**src/rtl/branch_pc_sequencer_pkg.sv**
```systemverilog
// Shared definitions for the PC sequencer: branch-mode and FSM encodings plus
// a small helper used by both the sequencer and its comparator.
package branch_pc_sequencer_pkg;

    typedef enum logic [2:0] {
        OP_NONE = 3'b000,
        OP_BEQ  = 3'b001,
        OP_BNE  = 3'b010,
        OP_BLT  = 3'b011,
        OP_BGE  = 3'b100,
        OP_BLTU = 3'b101,
        OP_J    = 3'b110,
        OP_JR   = 3'b111
    } br_op_e;

    typedef enum logic [1:0] {
        ST_BOOT = 2'b00,
        ST_RUN  = 2'b01,
        ST_HALT = 2'b10
    } state_e;

    // Conditional branches are the ones that feed branch_count.
    function automatic logic is_cond_op(input br_op_e op);
        return (op == OP_BEQ) || (op == OP_BNE) || (op == OP_BLT) ||
               (op == OP_BGE) || (op == OP_BLTU);
    endfunction

endpackage

```
**src/rtl/branch_pc_sequencer_compare.sv**
```systemverilog
// Combinational branch resolution: maps (br_op, rs, rt) to a taken flag.
// Unconditional jumps always report taken; NONE never does.
module branch_compare
    import branch_pc_sequencer_pkg::*;
#(
    parameter int unsigned DATA_W = 32
) (
    input  logic [2:0]        br_op,
    input  logic [DATA_W-1:0] rs_data,
    input  logic [DATA_W-1:0] rt_data,
    output logic              taken
);

    always_comb begin
        taken = 1'b0;
        case (br_op_e'(br_op))
            OP_BEQ:  taken = (rs_data == rt_data);
            OP_BNE:  taken = (rs_data != rt_data);
            OP_BLT:  taken = ($signed(rs_data) <  $signed(rt_data));
            OP_BGE:  taken = ($signed(rs_data) >= $signed(rt_data));
            OP_BLTU: taken = (rs_data < rt_data);
            OP_J:    taken = 1'b1;
            OP_JR:   taken = 1'b1;
            default: taken = 1'b0;
        endcase
    end

endmodule

```
**src/rtl/branch_pc_sequencer.sv**
```systemverilog
// Program counter and branch resolution: drives the fetch address, squashes
// fetch after redirects, and counts retired/taken branches.
module branch_pc_sequencer
    import branch_pc_sequencer_pkg::*;
#(
    parameter int unsigned     DATA_W   = 32,
    parameter int unsigned     PC_W     = 32,
    parameter int unsigned     PC_STEP  = 1,
    parameter logic [PC_W-1:0] RESET_PC = '0,
    parameter int unsigned     CNT_W    = 16
) (
    input  logic              clock,
    input  logic              reset_n,
    input  logic              stall,
    input  logic              halt_req,
    input  logic [2:0]        br_op,
    input  logic [DATA_W-1:0] rs_data,
    input  logic [DATA_W-1:0] rt_data,
    input  logic [31:0]       imm,
    input  logic [25:0]       jtarget,
    output logic [PC_W-1:0]   pc,
    output logic              pc_valid,
    output logic              flush,
    output logic              halted,
    output logic [CNT_W-1:0]  branch_count,
    output logic [CNT_W-1:0]  taken_count
);

    localparam int unsigned STEP_SH = $clog2(PC_STEP);
    localparam int unsigned J_BITS  = 26 + STEP_SH;

    state_e            state;
    state_e            state_next;
    logic              taken;
    logic              retire;
    logic              flush_next;
    logic [PC_W-1:0]   seq;
    logic [PC_W-1:0]   imm_off;
    logic [PC_W-1:0]   br_target;
    logic [PC_W-1:0]   j_mask;
    logic [PC_W-1:0]   j_target;
    logic [PC_W-1:0]   jr_target;
    logic [PC_W-1:0]   pc_next;
    logic [CNT_W-1:0]  branch_next;
    logic [CNT_W-1:0]  taken_next;

    branch_compare #(
        .DATA_W(DATA_W)
    ) u_compare (
        .br_op  (br_op),
        .rs_data(rs_data),
        .rt_data(rt_data),
        .taken  (taken)
    );

    // All targets are formed in PC_W bits so wrap-around is modulo 2^PC_W.
    // The J field is scaled by PC_STEP and replaces the low J_BITS of seq.
    always_comb begin
        seq       = pc + PC_W'(PC_STEP);
        imm_off   = PC_W'($signed(imm)) * PC_W'(PC_STEP);
        br_target = seq + imm_off;
        j_mask    = (PC_W'(1) << J_BITS) - PC_W'(1);
        j_target  = (seq & ~j_mask) | (PC_W'(jtarget) << STEP_SH);
        jr_target = PC_W'(rs_data);
    end

    always_comb begin
        state_next  = state;
        retire      = 1'b0;
        pc_next     = pc;
        flush_next  = 1'b0;
        branch_next = branch_count;
        taken_next  = taken_count;

        case (state)
            ST_BOOT: state_next = ST_RUN;
            ST_RUN: begin
                if (!stall) begin
                    retire = 1'b1;
                    if (halt_req) state_next = ST_HALT;
                end
            end
            ST_HALT: state_next = ST_HALT;
            default: state_next = ST_BOOT;
        endcase

        if (retire) begin
            case (br_op_e'(br_op))
                OP_NONE: pc_next = seq;
                OP_J:    pc_next = j_target;
                OP_JR:   pc_next = jr_target;
                default: pc_next = taken ? br_target : seq;
            endcase
            flush_next = taken;
            if (is_cond_op(br_op_e'(br_op)) && (branch_count != '1))
                branch_next = branch_count + CNT_W'(1);
            if (taken && (taken_count != '1))
                taken_next = taken_count + CNT_W'(1);
        end
    end

    always_ff @(posedge clock) begin
        if (!reset_n) begin
            state        <= ST_BOOT;
            pc           <= RESET_PC;
            pc_valid     <= 1'b0;
            flush        <= 1'b0;
            halted       <= 1'b0;
            branch_count <= '0;
            taken_count  <= '0;
        end else begin
            state        <= state_next;
            pc           <= pc_next;
            pc_valid     <= (state_next == ST_RUN);
            flush        <= flush_next;
            halted       <= (state_next == ST_HALT);
            branch_count <= branch_next;
            taken_count  <= taken_next;
        end
    end

endmodule

```
**config.mk**
```make
export PLATFORM = sky130hd
export DESIGN_NAME = branch_pc_sequencer
export DESIGN_NICKNAME = d
export VERILOG_FILES = /design/src/rtl/branch_pc_sequencer_pkg.sv /design/src/rtl/branch_pc_sequencer_compare.sv /design/src/rtl/branch_pc_sequencer.sv
export SDC_FILE = /design/constraint.sdc
export NUM_CORES = 1
export LEC_CHECK = 0
export CORE_UTILIZATION = 45
export DETAILED_ROUTE_END_ITERATION = 8
export PLACE_DENSITY = 0.82
export SETUP_SLACK_MARGIN = 0.05
export SLEW_MARGIN = 15
export SYNTH_ARGS = -nofsm -noshare
export SYNTH_HDL_FRONTEND = slang
export SYNTH_SLANG_ARGS = --single-unit
```
**constraint.sdc**
```tcl
create_clock -name clock -period 4.07 [get_ports clock]
set_input_delay 0.6105 -clock clock [delete_from_list [all_inputs] [get_ports clock]]
set_output_delay 0.6105 -clock clock [all_outputs]
set_load 0.1 [all_outputs]
```
==> metrics.txt, run 1 <==
# TYPE chip_impl_metric gauge
chip_impl_info{name="outcome",value="complete, no violations"} 1
chip_impl_metric{name="drt_first_pass_iters",unit=""} 5
chip_impl_metric{name="portBuffers",unit=""} 195
chip_impl_metric{name="worst_clock_skew",unit="ns"} 0.007406
chip_impl_metric{name="ant_nets",unit=""} 0
chip_impl_info{name="synthMostInstantiatedCell",value="sky130_fd_sc_hd__a21oi_1"} 1
chip_impl_metric{name="pin_count",unit=""} 196
chip_impl_info{name="crit_path_frequent_cell",value="sky130_fd_sc_hd__a21o_1"} 1
chip_impl_info{name="critPathKind",value="reg -> reg"} 1
chip_impl_info{name="crit_path_cell_trace",value="and4_1, nand3_1, nor2_1, xor2_1, ha_1, a21o_1, a2111oi_4, a211oi_2, or2_2, a221o_1, a21o_1, xnor2_1, or3_1, a31oi_1"} 1
chip_impl_info{name="crit_path_start_kind",value="flop"} 1
chip_impl_metric{name="worst-path-buf-inv",unit=""} 0
chip_impl_metric{name="avgRoutedWirePerCell",unit="um"} 18.16
chip_impl_info{name="cpMaxStageDelayCell",value="sky130_fd_sc_hd__a2111oi_4"} 1
chip_impl_info{name="worstHoldEndpoint",value="branch_count[1]$_SDFFE_PN0P_"} 1
chip_impl_info{name="ys.flop_type",value="sky130_fd_sc_hd__dfxtp_1"} 1
chip_impl_metric{name="layout_worst_path_cycle_share",unit="%"} 93.85
chip_impl_info{name="tritoncts",value="done"} 1
chip_impl_metric{name="grt_antenna_before_repair",unit=""} 1
chip_impl_metric{name="gr-total-overflow",unit=""} 0
chip_impl_metric{name="critPathMaxStageDelay",unit="ns"} 0.39
chip_impl_metric{name="asyncSetResetFlopFracSynth",unit="%"} 0
chip_impl_metric{name="crit_arrival",unit="ns"} 4.09
chip_impl_metric{name="mappedNetlistNets",unit=""} 1037
chip_impl_metric{name="worst-r2r-cell-count",unit=""} 14
chip_impl_info{name="ctsRootBufferMaster",value="sky130_fd_sc_hd__clkbuf_16"} 1
chip_impl_info{name="timing.hold.worst.start",value="branch_count[1]$_SDFFE_PN0P_"} 1
chip_impl_info{name="r2r-start",value="pc[8]$_SDFFE_PN0P_"} 1
chip_impl_info{name="crit-reg2reg-capture",value="pc[18]$_SDFFE_PN0P_"} 1
chip_impl_info{name="synth.area.top_cells",value="sky130_fd_sc_hd__dfxtp_1, sky130_fd_sc_hd__ha_1, sky130_fd_sc_hd__xnor2_1"} 1
chip_impl_metric{name="cts_buffers",unit=""} 9
chip_impl_metric{name="stdcell_count",unit=""} 1247
chip_impl_metric{name="globalRouteTotalUtil",unit="%"} 30.29
chip_impl_metric{name="post_synthesis_register_bit_count",unit=""} 69
chip_impl_info{name="worstSetupEndpointType",value="flop"} 1
chip_impl_metric{name="cts_hold_buffers",unit=""} 0
chip_impl_metric{name="die_x",unit="um"} 122.1
chip_impl_metric{name="post-route-drc-count",unit=""} 0
chip_impl_metric{name="pin_count_of_the_biggest_net_entering_global_routing",unit=""} 38
chip_impl_metric{name="min_period",unit="ns"} 3.820
chip_impl_metric{name="via_count",unit=""} 7503
chip_impl_info{name="netlist_top_cells_count",value="sky130_fd_sc_hd__a21oi_1, sky130_fd_sc_hd__dfxtp_1, sky130_fd_sc_hd__ha_1, sky130_fd_sc_hd__nand2_1, sky130_fd_sc_hd__nor2_1"} 1
chip_impl_info{name="crit_path_start",value="pc[8]$_SDFFE_PN0P_"} 1
chip_impl_metric{name="routability_cong",unit=""} 0.9478
chip_impl_metric{name="clk-insertion-delay-late",unit="ns"} 0.35
chip_impl_metric{name="routed_wirelength",unit="um"} 22640
chip_impl_metric{name="syn-mean-instance-area",unit="sq um"} 7.718
chip_impl_metric{name="die_area",unit="sq um"} 14910
chip_impl_metric{name="clock_sink_count",unit=""} 69
chip_impl_metric{name="placedCellCount",unit=""} 1231
chip_impl_metric{name="postCtsSetupRepairBufs",unit=""} 0
chip_impl_metric{name="max-slew-margin-rel",unit="%"} 30.37
chip_impl_metric{name="cellLeakagePower",unit="nW"} 3.909
chip_impl_metric{name="ys.warnings.count",unit=""} 0
chip_impl_metric{name="clk_path_buf_depth",unit=""} 2
chip_impl_metric{name="synth_area",unit="sq um"} 6491
chip_impl_metric{name="critical_path_peak_fanout",unit=""} 5
chip_impl_metric{name="design.final.nets",unit=""} 1258
chip_impl_metric{name="powerDensity",unit="nW/um^2"} 295.5
chip_impl_metric{name="start_util",unit="%"} 46.40
chip_impl_info{name="rsz_0062_raised_after_global_routing",value="false"} 1
chip_impl_metric{name="via_count_of_the_first_global_routing_pass",unit=""} 6995
chip_impl_metric{name="max_cap_violations",unit=""} 0
chip_impl_info{name="post-synth-top-area-cell",value="sky130_fd_sc_hd__dfxtp_1"} 1
chip_impl_metric{name="worst_setup_hold_path_clk_slew",unit="ns"} 0.06
chip_impl_metric{name="chipHeight",unit="um"} 122.1
chip_impl_metric{name="final-setup-viol-count",unit=""} 0
chip_impl_info{name="timing.critical_path.max_delay_family",value="compound AO/OA/AOI/OAI gates"} 1
chip_impl_metric{name="setup-tns-final",unit="ns"} 0
chip_impl_metric{name="htree_num_levels",unit=""} 3
chip_impl_metric{name="yosysSeqAreaShare",unit="%"} 21.28
chip_impl_metric{name="final-max-slew-violation-count",unit=""} 0
chip_impl_metric{name="timing.critical_path.required",unit="ns"} 4.34
chip_impl_metric{name="floorplan.rows",unit=""} 43
chip_impl_metric{name="post-synth-top-area-fraction",unit="%"} 21.28
chip_impl_metric{name="netlist-cell-type-count",unit=""} 74
chip_impl_metric{name="num_antenna_cells",unit=""} 0
chip_impl_metric{name="synthesis.instances",unit=""} 841
chip_impl_metric{name="worst-slew-pin-transition",unit="ns"} 1.041
chip_impl_metric{name="floorplan_core_area",unit="sq um"} 13990
chip_impl_metric{name="dp.final_hpwl",unit="um"} 17940
chip_impl_info{name="holdCritPathClass",value="reg -> reg"} 1
chip_impl_metric{name="area_delta_synth_final",unit="%"} 44.06
chip_impl_metric{name="dr.first_iter.drc_count",unit=""} 623
chip_impl_metric{name="vdd_ir_drop_max",unit="uV"} 217.2
chip_impl_metric{name="hold_viol_final",unit=""} 0
chip_impl_metric{name="synth-edff-count",unit=""} 0
chip_impl_metric{name="grt_first_pass_wirelength",unit="um"} 34930
chip_impl_metric{name="regToRegSetupSlack",unit="ns"} 0.25
chip_impl_metric{name="max_freq",unit="MHz"} 261.8
chip_impl_metric{name="layout-drive-gt1-share",unit="%"} 11.34
chip_impl_metric{name="vias_per_cell",unit=""} 6.017
chip_impl_metric{name="timing.hold.worst_path_depth",unit=""} 2
[placed cells by master (no fill, tap or decap), types with 3 or more instances in the layout]
cell type,n
sky130_fd_sc_hd__nand2b_1,5
sky130_fd_sc_hd__a311oi_1,3
sky130_fd_sc_hd__xnor2_1,45
sky130_fd_sc_hd__a22oi_1,7
sky130_fd_sc_hd__a221o_1,4
sky130_fd_sc_hd__dfxtp_2,12
sky130_fd_sc_hd__nor3b_1,3
sky130_fd_sc_hd__xor2_1,33
sky130_fd_sc_hd__inv_1,44
sky130_fd_sc_hd__o21a_1,5
sky130_fd_sc_hd__dfxtp_1,47
sky130_fd_sc_hd__and4_1,6
sky130_fd_sc_hd__ha_1,66
sky130_fd_sc_hd__nand4_1,19
sky130_fd_sc_hd__inv_6,4
sky130_fd_sc_hd__nor2b_1,3
sky130_fd_sc_hd__o21ai_0,50
sky130_fd_sc_hd__clkdlybuf4s50_1,195
sky130_fd_sc_hd__a21o_1,26
sky130_fd_sc_hd__and3_1,15
sky130_fd_sc_hd__dfxtp_4,10
sky130_fd_sc_hd__nor2_1,63
sky130_fd_sc_hd__mux2i_1,4
sky130_fd_sc_hd__o21bai_1,4
sky130_fd_sc_hd__and2_1,6
sky130_fd_sc_hd__nand3_1,36
sky130_fd_sc_hd__nor3_2,5
sky130_fd_sc_hd__nor3_1,14
sky130_fd_sc_hd__nand2_1,65
sky130_fd_sc_hd__a221oi_1,28
sky130_fd_sc_hd__or3_1,17
sky130_fd_sc_hd__a21oi_1,72
sky130_fd_sc_hd__clkbuf_16,9
sky130_fd_sc_hd__buf_4,53
sky130_fd_sc_hd__a211oi_1,5
sky130_fd_sc_hd__o22ai_1,6
sky130_fd_sc_hd__o211ai_1,4
sky130_fd_sc_hd__a31oi_1,16
[power breakdown]
group	internal, mW	switching (mW)	leakage, nW	total [mW]
Clock	0.546	0.350	0.162	0.896
Sequential	0.708	0.0467	0.574	0.755
Combinational	0.454	0.658	3.17	1.11
Total	1.71	1.05	3.91	2.76
[worst min-delay path: stages, from the launching register on]
cell,delay [ns]
sky130_fd_sc_hd__dfxtp_1,0.33
sky130_fd_sc_hd__nand2_1,0.06
sky130_fd_sc_hd__a21oi_1,0.05
[per-stage QoR]
stage	hold WS [ns]	setup slack, ns	utilization (%)	power (mW)	cell area, sq um
floorplan	0.4687	0.05301	-	1.467	6544
global placement	0.4777	0.04595	64.00	1.835	8952
detailed placement	0.4855	-0.008022	64.00	1.849	8952
CTS	0.4934	0.1381	66.33	2.744	9279
global route	0.5421	0.02833	66.85	2.882	9351
finish	0.4949	0.2505	66.85	2.763	9351
[per-layer routing]
layer / up-vias / track usage (%) / share of wire, %
li1: 3572 / - / -
met1: 3463 / 36.52 / 40
met2: 386 / 50.71 / 47
met3: 82 / 6.601 / 8.9
met4: 0 / 14.79 / 4.5
met5: - / 0 / 0
[worst max path at each step]
stage / end / slack [ns] / depth (start not counted)
after floorplan: pc[31]$_SDFFE_PN0P_ / 0.05 / 17
after global placement: pc[30]$_SDFFE_PN0P_ / 0.05 / 13
after detailed placement: pc[30]$_SDFFE_PN0P_ / -0.008 / 13
after CTS: pc[30]$_SDFFE_PN0P_ / 0.14 / 14
after global routing: pc[31]$_SDFFE_PN0P_ / 0.03 / 18
final: pc[18]$_SDFFE_PN0P_ / 0.25 / 14
[final cells by class]
cell class | count | area (sq um)
clock inverter | 7 | 101.3
fill | 1148 | 4637
tap | 180 | 225.2
clock buffer | 9 | 225.2
inverter | 44 | 165.2
sequential | 69 | 1434
timing repair buffer | 248 | 2350
multi-input combinational | 690 | 4851
[repair_timing]
| action | 4_1_cts | 5_1_grt |
|---|---|---|
| hold endpoints to repair | 0 | 0 |
| endpoints found under the setup margin | 0 | 9 |
| resized for setup | 0 | 15 |
[cell families (layout without fill, tap and decap cells)]
family	Yosys count	after routing	share of synthesized area, %
muxes	5	5	0.7903
and+or+nand+nor	277	277	22.07
adders and majority gates	67	67	13.03
DFF	69	69	21.28
AOI/OAI and AO/OA	262	262	26.93
buffers and inverters	82	308	5.243
xor gates and xnor gates	79	79	10.66
[state kept, by name, summed over array words and instances (netlist names)]
register,flops
pc_valid,1
branch_count,16
taken_count,16
pc,32
state,2
flush,1
halted,1
No activity file was read; power rests on OpenSTA's default activity.
==> run 2, diff against run 1 <==
clock period = 4.8 ns   (was 4.07 ns; I/O delays follow)
==> metrics.txt, run 2 (synthesis gave the netlist of run 1 again) <==
# TYPE chip_impl_metric gauge
chip_impl_metric{name="routed_wirelength",unit="um"} 21680
chip_impl_metric{name="max_cap_violations",unit=""} 0
chip_impl_info{name="tritoncts",value="done"} 1
chip_impl_metric{name="critical_path_peak_fanout",unit=""} 5
chip_impl_metric{name="worst-slew-pin-transition",unit="ns"} 1.062
chip_impl_info{name="timing.hold.worst.start",value="branch_count[1]$_SDFFE_PN0P_"} 1
chip_impl_metric{name="start_util",unit="%"} 46.40
chip_impl_metric{name="die_area",unit="sq um"} 14910
chip_impl_metric{name="fin_total_pwr",unit="mW"} 2.232
chip_impl_metric{name="setup-tns-final",unit="ns"} 0
chip_impl_metric{name="clk-insertion-delay-late",unit="ns"} 0.34
chip_impl_metric{name="max-slew-margin-rel",unit="%"} 28.99
chip_impl_metric{name="powerDensity",unit="nW/um^2"} 249.7
chip_impl_metric{name="chipHeight",unit="um"} 122.1
chip_impl_info{name="r2r-start",value="pc[3]$_SDFFE_PN0P_"} 1
chip_impl_metric{name="final-max-slew-violation-count",unit=""} 0
chip_impl_info{name="holdCritPathClass",value="reg -> reg"} 1
chip_impl_metric{name="pin_count",unit=""} 196
chip_impl_metric{name="clock_sink_count",unit=""} 69
chip_impl_metric{name="hold_viol_final",unit=""} 0
chip_impl_metric{name="routability_cong",unit=""} 0.9416
chip_impl_metric{name="timing.critical_path.required",unit="ns"} 5.05
chip_impl_metric{name="crit_arrival",unit="ns"} 4.46
chip_impl_info{name="worstHoldEndpoint",value="branch_count[1]$_SDFFE_PN0P_"} 1
chip_impl_metric{name="dr.first_iter.drc_count",unit=""} 562
chip_impl_info{name="crit_path_start_kind",value="flop"} 1
chip_impl_metric{name="timing.hold.worst_path_depth",unit=""} 2
chip_impl_info{name="final_cell_mix",value="sky130_fd_sc_hd__clkdlybuf4s50_1, sky130_fd_sc_hd__a21oi_1, sky130_fd_sc_hd__dfxtp_1"} 1
chip_impl_metric{name="final_design_area_no_fill",unit="sq um"} 8939
chip_impl_info{name="rsz_0062_raised_after_global_routing",value="false"} 1
chip_impl_info{name="ctsRootBufferMaster",value="sky130_fd_sc_hd__clkbuf_16"} 1
chip_impl_metric{name="globalRouteTotalUtil",unit="%"} 29.21
chip_impl_metric{name="grt_antenna_before_repair",unit=""} 1
chip_impl_metric{name="utilization",unit="%"} 63.90
chip_impl_metric{name="via_count_of_the_first_global_routing_pass",unit=""} 6782
chip_impl_metric{name="via_count",unit=""} 7171
chip_impl_metric{name="avgRoutedWirePerCell",unit="um"} 17.89
chip_impl_info{name="largest_registers",value="pc x32, branch_count x16, taken_count x16"} 1
chip_impl_metric{name="area_delta_synth_final",unit="%"} 37.70
chip_impl_info{name="crit-reg2reg-capture",value="pc[26]$_SDFFE_PN0P_"} 1
chip_impl_metric{name="min_period",unit="ns"} 4.208
chip_impl_metric{name="cellLeakagePower",unit="nW"} 3.681
chip_impl_info{name="outcome",value="complete, no violations"} 1
chip_impl_metric{name="floorplan.rows",unit=""} 43
chip_impl_metric{name="num-fill-cells",unit=""} 1210
chip_impl_metric{name="regToRegSetupSlack",unit="ns"} 0.59
chip_impl_metric{name="final-setup-viol-count",unit=""} 0
chip_impl_metric{name="post_dp_cell_area",unit="sq um"} 8615
chip_impl_metric{name="dp_slack",unit="ns"} 0.3539
chip_impl_metric{name="portBuffers",unit=""} 195
chip_impl_metric{name="floorplan_core_area",unit="sq um"} 13990
chip_impl_metric{name="post-route-drc-count",unit=""} 0
chip_impl_metric{name="layout-drive-gt1-share",unit="%"} 5.248
chip_impl_metric{name="pin_count_of_the_biggest_net_entering_global_routing",unit=""} 38
chip_impl_metric{name="worst_setup_hold_path_clk_slew",unit="ns"} 0.06
chip_impl_metric{name="grt_first_pass_wirelength",unit="um"} 33780
chip_impl_metric{name="vias_per_cell",unit=""} 5.917
chip_impl_metric{name="largest_register_ff_count",unit=""} 32
chip_impl_info{name="register_ranked_first_by_flip_flop_count",value="pc"} 1
chip_impl_info{name="layout_commonest_cell",value="sky130_fd_sc_hd__clkdlybuf4s50_1"} 1
chip_impl_metric{name="clk_path_buf_depth",unit=""} 2
chip_impl_metric{name="vdd_ir_drop_max",unit="uV"} 188.2
chip_impl_metric{name="ant_nets",unit=""} 0
chip_impl_info{name="worstSetupEndpointType",value="flop"} 1
chip_impl_metric{name="postCtsSetupRepairBufs",unit=""} 0
chip_impl_metric{name="design.final.nets",unit=""} 1220
chip_impl_metric{name="gr-total-overflow",unit=""} 0
chip_impl_metric{name="cts_buffers",unit=""} 9
chip_impl_metric{name="setup_ws",unit="ns"} 0.5916
chip_impl_metric{name="dp.final_hpwl",unit="um"} 17020
chip_impl_metric{name="drt_first_pass_iters",unit=""} 5
chip_impl_metric{name="htree_num_levels",unit=""} 3
chip_impl_metric{name="worst-r2r-cell-count",unit=""} 14
chip_impl_metric{name="die_x",unit="um"} 122.1
chip_impl_metric{name="max_freq",unit="MHz"} 237.6
chip_impl_metric{name="worst_clock_skew",unit="ns"} 0.006606
chip_impl_metric{name="layout_worst_path_cycle_share",unit="%"} 87.67
chip_impl_info{name="critPathKind",value="reg -> reg"} 1
[run 2: metrics by stage]
| stage | hold WS (ns) | instances |
|---|---|---|
| 2_1_floorplan | 0.4687 | 841 |
| 3_3_place_gp | 0.4854 | 1193 |
| 3_5_place_dp | 0.4933 | 1193 |
| 4_1_cts | 0.5012 | 1209 |
| 5_1_grt | 0.5215 | 1209 |
| 6_report | 0.5019 | 1212 |
[run 2: how the worst max path moves through the flow]
| stage | slack (ns) | end | depth (start not counted) | startpoint |
|---|---|---|---|---|
| global route | 0.11 | pc[31]$_SDFFE_PN0P_ | 18 | pc[5]$_SDFFE_PN0P_ |
| CTS | 0.52 | pc[31]$_SDFFE_PN0P_ | 16 | pc[3]$_SDFFE_PN0P_ |
| floorplan | 0.28 | pc[31]$_SDFFE_PN0P_ | 17 | pc[2]$_SDFFE_PN0P_ |
| finish | 0.59 | pc[26]$_SDFFE_PN0P_ | 14 | pc[3]$_SDFFE_PN0P_ |
| detailed placement | 0.35 | taken_count[3]$_SDFFE_PN0P_ | 12 | rt_data[31] |
| global placement | 0.44 | taken_count[3]$_SDFFE_PN0P_ | 12 | rt_data[31] |
[run 2: final cells by class]
cell class	count	area [sq um]	share of cell area [%]
diodes	3	7.507	0.08399
well taps	180	225.2	2.520
repair buffers	210	2064	23.10
inverters	44	165.2	1.848
clock buffers	10	239.0	2.674
clock inverters	6	70.07	0.7839
multi-input cells	690	4786	53.54
flip-flops and latches	69	1381	15.45
[run 2: power by group]
group | internal [mW] | total [mW] | switching [mW]
Clock | 0.421 | 0.698 | 0.277
Combinational | 0.353 | 0.895 | 0.543
Sequential | 0.599 | 0.638 | 0.0390
[run 2: critical path, cell delays in order (launching register included)]
cell                        delay [ns]
sky130_fd_sc_hd__dfxtp_1          0.40
sky130_fd_sc_hd__and3_1           0.20
sky130_fd_sc_hd__nand3_1          0.24
sky130_fd_sc_hd__nor2_1           0.30
sky130_fd_sc_hd__xor2_1           0.27
sky130_fd_sc_hd__ha_1             0.34
sky130_fd_sc_hd__a21o_1           0.22
sky130_fd_sc_hd__a2111oi_1        0.47
sky130_fd_sc_hd__a211oi_1         0.23
sky130_fd_sc_hd__a2111oi_2        0.56
sky130_fd_sc_hd__o31ai_1          0.21
sky130_fd_sc_hd__a21oi_1          0.22
sky130_fd_sc_hd__xnor2_1          0.14
sky130_fd_sc_hd__nand2_1          0.08
sky130_fd_sc_hd__a221oi_1         0.25
[run 2: repair_timing]
item | 4_1_cts | 5_1_grt
setup endpoints to repair | 0 | 1
endpoints found under the hold margin | 0 | 0
resized for setup | 0 | 2
hold buffers | 0 | 0
[run 2: metal layers]
metal | up-vias | global-route usage [%] | share of wire, %
met4 | 0 | 13.11 | 3.9
li1 | 3497 | - | -
met3 | 57 | 7.069 | 7.9
met1 | 3285 | 35.28 | 41
met5 | - | 0 | 0
met2 | 332 | 48.87 | 47
==> run 3, diff against run 2 <==
CELL_PAD_IN_SITES_DETAIL_PLACEMENT = 1   (was default)
CELL_PAD_IN_SITES_GLOBAL_PLACEMENT = 1   (was default)
CORE_UTILIZATION = 37   (was 45)
PLACE_DENSITY = 0.92   (was 0.82)
==> metrics.txt, run 3 (synthesis gave the netlist of run 1 again) <==
# TYPE chip_impl_metric gauge
chip_impl_metric{name="design.final.nets",unit=""} 1227
chip_impl_info{name="cpMaxStageDelayCell",value="sky130_fd_sc_hd__a2111oi_2"} 1
chip_impl_info{name="r2r-start",value="pc[5]$_SDFFE_PN0P_"} 1
chip_impl_metric{name="timing.critical_path.required",unit="ns"} 5.05
chip_impl_metric{name="met2RoutedLength",unit="um"} 12390
chip_impl_metric{name="gr-total-overflow",unit=""} 0
chip_impl_metric{name="final-max-slew-violation-count",unit=""} 0
chip_impl_metric{name="cellLeakagePower",unit="nW"} 3.714
chip_impl_metric{name="die_area",unit="sq um"} 18080
chip_impl_metric{name="largest_register_ff_count",unit=""} 32
chip_impl_metric{name="grt_antenna_before_repair",unit=""} 1
chip_impl_info{name="outcome",value="complete, no violations"} 1
chip_impl_metric{name="cts_hold_buffers",unit=""} 0
chip_impl_metric{name="drt_first_pass_iters",unit=""} 4
chip_impl_metric{name="num-fill-cells",unit=""} 2117
chip_impl_metric{name="worst-r2r-cell-count",unit=""} 14
chip_impl_metric{name="worst_setup_hold_path_clk_slew",unit="ns"} 0.06
chip_impl_metric{name="final-setup-viol-count",unit=""} 0
chip_impl_metric{name="placedCellCount",unit=""} 1245
chip_impl_info{name="route.top_layer_used",value="met4"} 1
chip_impl_metric{name="worst-slew-pin-transition",unit="ns"} 1.042
chip_impl_metric{name="die_x",unit="um"} 134.5
chip_impl_info{name="timing.hold.worst.start",value="branch_count[9]$_SDFFE_PN0P_"} 1
chip_impl_metric{name="via_count_of_the_first_global_routing_pass",unit=""} 7632
chip_impl_info{name="holdCritPathClass",value="reg -> reg"} 1
chip_impl_metric{name="max_cap_violations",unit=""} 0
chip_impl_metric{name="detail_route.wirelength.met1",unit="um"} 10560
chip_impl_info{name="largest_registers",value="pc x32, branch_count x16, taken_count x16"} 1
chip_impl_metric{name="critical_path_peak_fanout",unit=""} 7
chip_impl_metric{name="dr.first_iter.drc_count",unit=""} 324
chip_impl_metric{name="clock_sink_count",unit=""} 69
chip_impl_metric{name="wl_met3",unit="um"} 1762
chip_impl_info{name="worstHoldEndpoint",value="branch_count[9]$_SDFFE_PN0P_"} 1
chip_impl_metric{name="vdd_ir_drop_max",unit="uV"} 198.6
chip_impl_metric{name="clk_path_buf_depth",unit=""} 2
chip_impl_metric{name="setup-tns-final",unit="ns"} 0
chip_impl_metric{name="min_period",unit="ns"} 4.428
chip_impl_metric{name="ant_nets",unit=""} 0
chip_impl_info{name="worstSetupEndpointType",value="flop"} 1
chip_impl_metric{name="timing.hold.worst_path_depth",unit=""} 2
chip_impl_metric{name="post-route-drc-count",unit=""} 0
chip_impl_info{name="register_ranked_first_by_flip_flop_count",value="pc"} 1
chip_impl_metric{name="layout_worst_path_cycle_share",unit="%"} 92.25
chip_impl_metric{name="area_delta_synth_final",unit="%"} 39.28
chip_impl_info{name="tritoncts",value="done"} 1
chip_impl_metric{name="cts_buffers",unit=""} 9
chip_impl_metric{name="via_count",unit=""} 7438
chip_impl_metric{name="avgRoutedWirePerCell",unit="um"} 20.58
chip_impl_info{name="crit-reg2reg-capture",value="pc[26]$_SDFFE_PN0P_"} 1
chip_impl_metric{name="floorplan_core_area",unit="sq um"} 17240
chip_impl_metric{name="worst_hold_slack",unit="ns"} 0.5109
chip_impl_info{name="final_cell_mix",value="sky130_fd_sc_hd__clkdlybuf4s50_1, sky130_fd_sc_hd__a21oi_1, sky130_fd_sc_hd__dfxtp_1"} 1
chip_impl_metric{name="regToRegSetupSlack",unit="ns"} 0.37
chip_impl_metric{name="final_design_area_no_fill",unit="sq um"} 9041
chip_impl_metric{name="max_freq",unit="MHz"} 225.8
chip_impl_info{name="ctsRootBufferMaster",value="sky130_fd_sc_hd__clkbuf_16"} 1
chip_impl_metric{name="routed_wirelength",unit="um"} 25980
chip_impl_metric{name="grt_first_pass_wirelength",unit="um"} 40440
chip_impl_metric{name="routability_cong",unit=""} 0.9197
chip_impl_metric{name="vias_per_cell",unit=""} 5.894
chip_impl_metric{name="max-slew-margin-rel",unit="%"} 30.31
chip_impl_metric{name="critPathMaxStageDelay",unit="ns"} 0.58
chip_impl_metric{name="dp.final_hpwl",unit="um"} 20620
chip_impl_metric{name="globalRouteTotalUtil",unit="%"} 28.82
chip_impl_metric{name="chipHeight",unit="um"} 134.5
chip_impl_metric{name="post_dp_cell_area",unit="sq um"} 8723
chip_impl_metric{name="worst_clock_skew",unit="ns"} 0.006958
chip_impl_info{name="crit_path_cell_trace",value="and4_1, nand3_1, nor2_1, xor2_1, ha_1, a21o_1, a2111oi_1, a211oi_1, a2111oi_2, o31ai_1, a21oi_1, xnor2_1, nand2_1, a221oi_1"} 1
chip_impl_metric{name="layout-drive-gt1-share",unit="%"} 5.888
chip_impl_metric{name="stdcell_count",unit=""} 1262
chip_impl_info{name="critPathKind",value="reg -> reg"} 1
chip_impl_metric{name="hold_viol_final",unit=""} 0
chip_impl_metric{name="htree_num_levels",unit=""} 3
chip_impl_metric{name="pin_count_of_the_biggest_net_entering_global_routing",unit=""} 38
chip_impl_metric{name="floorplan.rows",unit=""} 48
chip_impl_info{name="rsz_0062_raised_after_global_routing",value="false"} 1
chip_impl_metric{name="pin_count",unit=""} 196
chip_impl_info{name="layout_commonest_cell",value="sky130_fd_sc_hd__clkdlybuf4s50_1"} 1
chip_impl_info{name="crit_path_start_kind",value="flop"} 1
chip_impl_metric{name="portBuffers",unit=""} 195
chip_impl_metric{name="start_util",unit="%"} 37.66
chip_impl_metric{name="powerDensity",unit="nW/um^2"} 253.1
chip_impl_metric{name="crit_arrival",unit="ns"} 4.68
chip_impl_metric{name="clk-insertion-delay-late",unit="ns"} 0.35
## run 3: cell types whose count changed in the layout (fill, tap and decap cells not counted), sizes merged
cell / before / now
buf: 15 / 22
diode: 3 / 1
## run 3: cell type report
class | instances | area [sq um] | share of cell area, %
inverters | 44 | 165.2 | 1.827
diodes | 1 | 2.502 | 0.02768
repair buffers | 217 | 2117 | 23.42
flip-flops and latches | 69 | 1381 | 15.28
clock inverters | 6 | 70.07 | 0.7750
well taps | 225 | 281.5 | 3.114
clock buffers | 10 | 239.0 | 2.643
multi-input cells | 690 | 4785 | 52.92
## run 3: worst max path at each step
stage	start	end	slack, ns	cells after the start
2_1_floorplan	pc[2]$_SDFFE_PN0P_	pc[31]$_SDFFE_PN0P_	0.28	17
3_3_place_gp	rt_data[31]	taken_count[3]$_SDFFE_PN0P_	0.46	12
3_5_place_dp	imm[0]	pc[26]$_SDFFE_PN0P_	0.36	13
4_1_cts	pc[5]$_SDFFE_PN0P_	pc[31]$_SDFFE_PN0P_	0.43	16
5_1_grt	pc[5]$_SDFFE_PN0P_	pc[26]$_SDFFE_PN0P_	0.13	14
6_report	pc[5]$_SDFFE_PN0P_	pc[26]$_SDFFE_PN0P_	0.37	14
## run 3: through the flow
step                util [%]  setup slack [ns]  power (mW)
floorplan                  -            0.2769       1.242
CTS                    52.40            0.4303       2.294
detailed placement     50.61            0.3578       1.566
global placement       50.61            0.4576       1.541
finish                 52.45            0.3720       2.288
global route           52.45            0.1324       2.384
## run 3: where the power goes
group / internal, mW / leakage, nW / switching [mW]
combinational: 0.359 / 3.00 / 0.572
clock: 0.422 / 0.153 / 0.299
sequential: 0.599 / 0.562 / 0.0377
## run 3: routing by layer
metal  GRT usage (%)  vias to the layer above
met1           33.76                     3568
li1                -                     3507
met5               0                        -
met2           49.28                      287
met4           16.48                        0
met3           5.405                       76
## run 3: what timing repair did
| item | in CTS | in global routing |
|---|---|---|
| endpoints found under the setup margin | 0 | 1 |
| buffers inserted | 0 | 0 |
| resized for setup | 0 | 1 |
## run 3: critical path, delay by kind of cell, from the launching register on
kind / cells / cell delay (ns)
compound gates: 7 / 2.28
flops: 1 / 0.45
xor+xnor: 2 / 0.43
simple gates: 4 / 0.85
fa+ha+maj: 1 / 0.33
